===== src/rtl/gaussian3x3_filter.sv =====
// Streaming 3x3 Gaussian blur ([1 2 1; 2 4 2; 1 2 1] / 16) over a raster-order
// ROWS x COLS patch, emitting the (ROWS-2) x (COLS-2) valid region with TLAST.
module gaussian3x3_filter #(
    parameter int PIXEL_BIT_WIDTH  = 16,
    parameter int ROWS             = 48,
    parameter int COLS             = 48,
    parameter int IMG_ROW_BITWIDTH = 10,
    parameter int IMG_COL_BITWIDTH = 10
) (
    input  logic                       clk,
    input  logic                       reset,
    input  logic [PIXEL_BIT_WIDTH-1:0] pixel_in_TDATA,
    input  logic                       pixel_in_TVALID,
    output logic                       pixel_in_TREADY,
    output logic [PIXEL_BIT_WIDTH-1:0] pixel_out_TDATA,
    output logic                       pixel_out_TVALID,
    input  logic                       pixel_out_TREADY,
    output logic                       pixel_out_TLAST
);

    localparam int W   = PIXEL_BIT_WIDTH;
    localparam int AW  = PIXEL_BIT_WIDTH + 4;
    localparam int CIW = (COLS > 1) ? $clog2(COLS) : 1;

    // Handshake: a beat moves when TVALID & TREADY are both high at a rising
    // edge; the sender keeps TDATA/TVALID (and TLAST) stable until then.
    logic [IMG_ROW_BITWIDTH-1:0] row;
    logic [IMG_COL_BITWIDTH-1:0] col;
    logic [CIW-1:0]              col_idx;

    logic signed [W-1:0]  lb0 [COLS];
    logic signed [W-1:0]  lb1 [COLS];
    logic signed [W-1:0]  win [3][3];
    logic signed [W-1:0]  new_col [3];
    logic signed [AW-1:0] row_sum [3];
    logic signed [AW-1:0] sum;
    logic signed [AW-1:0] rounded;
    logic        [W-1:0]  result;

    logic accept;
    logic last_col;
    logic last_row;
    logic produce;
    logic frame_end;

    assign pixel_in_TREADY = ~pixel_out_TVALID | pixel_out_TREADY;
    assign accept          = pixel_in_TVALID & pixel_in_TREADY;
    assign col_idx         = col[CIW-1:0];
    assign last_col        = (col == IMG_COL_BITWIDTH'(COLS - 1));
    assign last_row        = (row == IMG_ROW_BITWIDTH'(ROWS - 1));
    assign frame_end       = last_row & last_col;
    assign produce         = accept & (row >= IMG_ROW_BITWIDTH'(2))
                                    & (col >= IMG_COL_BITWIDTH'(2));

    // Column entering the window: index 0 is row r-2, index 2 the live pixel.
    always_comb begin
        new_col[0] = lb1[col_idx];
        new_col[1] = lb0[col_idx];
        new_col[2] = pixel_in_TDATA;
    end

    // The kernel is separable: each row is [1 2 1], rows weighted [1 2 1].
    always_comb begin
        for (int i = 0; i < 3; i++) begin
            row_sum[i] = AW'(win[i][1]) + (AW'(win[i][2]) <<< 1) + AW'(new_col[i]);
        end
        sum     = row_sum[0] + (row_sum[1] <<< 1) + row_sum[2];
        rounded = sum + AW'(8);
        result  = W'(rounded >>> 4);
    end

    always_ff @(posedge clk or posedge reset) begin
        if (reset) begin
            row <= '0;
            col <= '0;
        end else if (accept) begin
            if (last_col) begin
                col <= '0;
                row <= last_row ? '0 : row + 1'b1;
            end else begin
                col <= col + 1'b1;
            end
        end
    end

    // Line buffers carry no reset: rows 0-1 never produce output.
    always_ff @(posedge clk) begin
        if (accept) begin
            lb1[col_idx] <= lb0[col_idx];
            lb0[col_idx] <= pixel_in_TDATA;
        end
    end

    always_ff @(posedge clk or posedge reset) begin
        if (reset) begin
            for (int i = 0; i < 3; i++) begin
                for (int j = 0; j < 3; j++) begin
                    win[i][j] <= '0;
                end
            end
        end else if (accept) begin
            for (int i = 0; i < 3; i++) begin
                win[i][0] <= win[i][1];
                win[i][1] <= win[i][2];
                win[i][2] <= new_col[i];
            end
        end
    end

    // A producing accept can only happen when the register is free or being
    // drained this cycle, so loading never overwrites an unsent result.
    always_ff @(posedge clk or posedge reset) begin
        if (reset) begin
            pixel_out_TDATA  <= '0;
            pixel_out_TVALID <= 1'b0;
            pixel_out_TLAST  <= 1'b0;
        end else if (produce) begin
            pixel_out_TDATA  <= result;
            pixel_out_TVALID <= 1'b1;
            pixel_out_TLAST  <= frame_end;
        end else if (pixel_out_TVALID && pixel_out_TREADY) begin
            pixel_out_TVALID <= 1'b0;
            pixel_out_TLAST  <= 1'b0;
        end
    end

endmodule

===== config.mk =====
export PLATFORM = sky130hd
export DESIGN_NAME = gaussian3x3_filter
export DESIGN_NICKNAME = d
export VERILOG_FILES = /design/src/rtl/gaussian3x3_filter.sv
export SDC_FILE = /design/constraint.sdc
export NUM_CORES = 2
export LEC_CHECK = 0
export CAP_MARGIN = 40
export CORE_MARGIN = 2
export CORE_UTILIZATION = 45
export CTS_CLUSTER_DIAMETER = 100
export CTS_CLUSTER_SIZE = 16
export DETAILED_ROUTE_END_ITERATION = 10
export SETUP_SLACK_MARGIN = 0.15
export SLEW_MARGIN = 5
export SYNTH_ARGS = -nofsm -noshare
export SYNTH_HDL_FRONTEND = slang
export SYNTH_SLANG_ARGS = --single-unit

===== constraint.sdc =====
create_clock -name clk -period 10.45 [get_ports clk]
set_input_delay 2.09 -clock clk [delete_from_list [all_inputs] [get_ports clk]]
set_output_delay 2.09 -clock clk [all_outputs]
set_load 0.005 [all_outputs]

# After elaboration in Yosys (flattened, before gate mapping)
# Memory sizes are Yosys's and may differ from the RTL's.
# Index checks and enable logic that the tools add are counted.
# op_classes
eq_ne,2
n_mux,7
order_cmp,2
add_sub_neg,11
reduce_logical,3
n_bitwise,6
# op_table
operator,n
adder 18 x 16 -> 19 bit,3
adder 16 x 17 -> 18 bit,3
"adder 10 x 1 -> 10 bit, second input constant",2
adder 19 x 20 -> 20 bit,1
adder 20 x 19 -> 20 bit,1
"adder 20 x 5 -> 20 bit, second input constant",1
"== test 10 x 6 -> 1 bit, second input constant",2
"greater-or-equal comparator 10 x 2 -> 1 bit, second input constant",2
two-way mux 10 bit,2
two-way mux 1 bit,5
bitwise AND 1 bit,4
AND reduction 2 bit,1
nonzero test 2 bit,1
logical AND 1 bit,1
inverter 1 bit,1
OR 1 bit,1
# totals
reg_bits,134
inputBits,20
mem_count,2
ram_bits,1536
wordCells,44
out_inout_bits,19
# memory_table
memory,words,width,read_ports,rd_ports_with_merged_regs,wr,line,source
lb0,48,16,1,0,1,31,logic signed [W-1:0] lb0 [COLS];
lb1,48,16,1,0,1,32,logic signed [W-1:0] lb1 [COLS];

# Depth between registers and ports, before layout
# logic_depth
word_depth,6
depth_mapped,35

# Worst setup path after synthesis
# OpenSTA, ideal clock, no wires.
# synth_path
path_kind,reg-to-reg
from,reg col[1]
to,reg pixel_out_TDATA[15]
setup_ns,0.123
path_buffers,3
arrival_ns,8.881
synth_period_minus_slack_ns,9.004
stages_incl_launch_ff,30
setup_slack_ns,1.446
path_cell_list,dfrtp_1 > buf_6 > buf_6 > nor3b_1 > buf_2 > a221oi_1 > o221a_2 > o31ai_1 > fa_1 > ha_1 > o21ai_0 > nor2_1 > o41ai_1 > nor2b_1 > o21bai_1 > a21oi_1 > xnor2_1 > ha_1 > inv_1 > fa_1 > fa_1 > inv_1 > ha_1 > and2_1 > a221o_1 > or3_1 > o21a_1 > a211oi_1 > xor2_1 > o21ai_1
# synth_rtl
item,line,source
start: declaration,28,logic [IMG_COL_BITWIDTH-1:0] col;
start signal: assignment,81,col <= col + 1'b1;
end signal: assignment,118,pixel_out_TDATA <= result;
end: declaration,15,"output logic [PIXEL_BIT_WIDTH-1:0] pixel_out_TDATA,"

==> results.ini <==
[logic_synthesis]
ys_async_sr_fraction = 0.0802
yosysWarnings = 0
netlist_area_sq_um = 68700
ys_seq_area_frac = 0.721
yosys_most_used_dff = edfxtp_1
yosysMostFrequentCell = edfxtp_1
ys_types = 92
synth.avg_cell_area_sq_um = 16.6
synth_edf_count = 1536
synth_area_leaders = edfxtp_1, dfrtp_1, fa_1
synth_fp_nets = 4303
synth-seq-cells = 1670
synth_top_area_share = 0.672
netlist_instances = 4126
yosysTopAreaCell = edfxtp_1
yosys-top-cells-count = edfxtp_1, nand2_1, nor2_1

[place]
portBuffers = 38
dp_hpwl_microns = 137000
gp_congestion = 0.883

[global_routing]
grt_pass1_wl_microns = 315000
grt_usage = 0.288
grt_pass1_vias = 39400
grt_antenna_before_repair = 16
grt-ovfl-total = 0
grt_max_degree = 83

[drt]
via_count = 40900
via_per_inst = 6.48
drc_errors = 0
drt-pass1-iter-count = 6
postRouteAntennaNets = 0
wl_per_cell_microns = 35.9
first_iter_violations = 6503
wl_microns = 227000

[floorplanning]
io_pins = 39
floorplan.initialDensity = 0.452
die_h_microns = 395
rows = 143
fp.coreArea_sq_um = 152000
die-area_sq_um = 156000
fp.dieW_microns = 395

[hold_path]
min_path_type = reg -> reg

[clocking]
cts_hold_buffers = 0
clkSinkCount = 1670
cts_tree = yes
cts_setup_buffers = 0
root_buffer = clkbuf_16
cts_inserted_buffers = 114
clkTransAtPathRegs_ns = 0.08
clockBufferDepth = 3
cts_htree_levels = 3
clk-insertion-delay-late_ns = 0.80
post_cts_resized = 0

[timing]
worstMarginPinSlew_ns = 1.02
fin_skew_ns = 0.0590
drv_slew = 0
fin_crit_ns = 9.10
finalHoldViolCount = 0
fin_setup_tns_ns = 0
fin_crit_sh = 0.871
max_freq_mhz = 110
rsz0062_at_grt = no
setup_viol = 0
max_slew_margin = 0.319

[setup_path]
arrival_ns = 9.72
worst_setup_path_start_kind = flop
path_class = reg -> reg
cp.required_ns = 11.07
end_kind = flop
worst-path-max-fanout = 36

[final_layout]
layout-area-overhead-vs-synth_pct = 9.97
layout-drive-gt1-share = 0.151
fillers = 12600
fin_nets = 4409
multi_input_area_sq_um = 17800
register_area_sq_um = 49500

[run]
max_cap_viol_count = 0

[outcome]
status = finished, final reports clean

## final timing paths
path / from / end / slack, ns / cells past startpoint
worst min-delay path: pixel_out_TDATA[8] / pixel_out_TDATA[8] / 0.48 / 2
min in group asynchronous: reset / win[123] / 1.86 / 3
max in group asynchronous: reset / win[21] / 8.00 / 3
worst max register to register: col[0] / pixel_out_TDATA[15] / 1.35 / 27
worst max-delay path: col[0] / pixel_out_TDATA[15] / 1.35 / 27
worst min register to register: pixel_out_TDATA[8] / pixel_out_TDATA[8] / 0.48 / 2
## cell usage in the layout, fill, tap and decap left out, types with 17 or more instances in the layout
| master | count |
|---|---|
| clkdlybuf4s50_1 | 22 |
| mux2_2 | 113 |
| nand3_1 | 24 |
| o221ai_1 | 44 |
| dfrtp_1 | 129 |
| o21ai_0 | 117 |
| a31oi_1 | 19 |
| clkbuf_16 | 115 |
| xnor2_1 | 26 |
| nand2_1 | 314 |
| nor2_1 | 153 |
| a221oi_1 | 186 |
| o22a_1 | 17 |
| o22ai_1 | 58 |
| a21oi_1 | 114 |
| edfxtp_1 | 1536 |
| ha_1 | 56 |
| nor2_4 | 50 |
| mux2_1 | 19 |
| a22o_1 | 39 |
| a22oi_1 | 103 |
| buf_4 | 175 |
| inv_1 | 134 |
| mux4_2 | 82 |
| fa_1 | 101 |
| clkbuf_1 | 40 |
| mux2i_1 | 188 |
| o211ai_1 | 21 |
## registers in the layout, summed over array words and instances, names as in the netlist
| signal | cells |
|---|---|
| lb0 | 768 |
| lb1 | 768 |
| win | 96 |
| pixel_out_TDATA | 16 |
| col | 10 |
| row | 10 |
| pixel_out_TLAST | 1 |
| pixel_out_TVALID | 1 |
## per-layer routing
| metal | global-route usage | part of all wire | vias up |
|---|---|---|---|
| met5 | 0 | 0.00041 | - |
| met4 | 0.119 | 0.048 | 10 |
| met3 | 0.0712 | 0.12 | 524 |
| met2 | 0.435 | 0.45 | 2754 |
| met1 | 0.399 | 0.38 | 21300 |
| li1 | - | - | 16300 |
## critical path, cell delays in order (launching register included)
cell      delay [ns]
dfrtp_4         0.90
buf_4           0.55
nor2b_4         0.43
buf_4           0.46
a22o_1          0.19
a221oi_1        0.07
o22ai_1         0.60
a211o_1         0.25
fa_1            0.43
ha_1            0.23
o41ai_1         0.75
nor2b_1         0.34
o21bai_1        0.10
a21oi_1         0.17
xnor2_1         0.09
ha_1            0.28
inv_1           0.05
fa_1            0.48
fa_1            0.49
inv_1           0.04
ha_1            0.32
and2_1          0.20
a221o_1         0.37
or3_1           0.37
o21a_1          0.18
a211oi_1        0.26
xor2_1          0.17
o21ai_1         0.07
## per-stage QoR
step / util / area [sq um] / hold WS [ns] / cells / setup slack [ns]
after global routing: 0.498 / 75500 / 0.487 / 6310 / 0.979
after detailed placement: 0.477 / 72300 / 0.468 / 6145 / 1.53
after global placement: 0.475 / 72100 / 0.462 / 6135 / 1.50
final: 0.498 / 75500 / 0.479 / 6315 / 1.35
after floorplan: - / 68700 / 0.433 / 4126 / 1.45
after CTS: 0.497 / 75500 / 0.485 / 6308 / 1.50
## area by class of cell
type                    count  share of cell area
well taps                2030              0.0336
multi-input cells        2076               0.235
clock buffers             156              0.0403
diodes                      6            0.000199
repair buffers            231              0.0264
inverters                 139             0.00701
flip-flops and latches   1670               0.656
clock inverters             7             0.00152
## kinds of logic after synthesis
family                   count (synthesis)  share of synthesized area
multiplexers                           405                     0.0766
AO/OA/AOI/OAI                          840                     0.0901
flip-flops                            1670                      0.721
XOR/XNOR                                43                    0.00569
buffers and inverters                  380                     0.0280
adder cells (fa/ha/maj)                157                     0.0397
AND/OR/NAND/NOR                        631                     0.0391
Power is left out: the tool's default activity adds up to more than one toggle a clock period on the data nets, which glitch-free logic cannot reach.
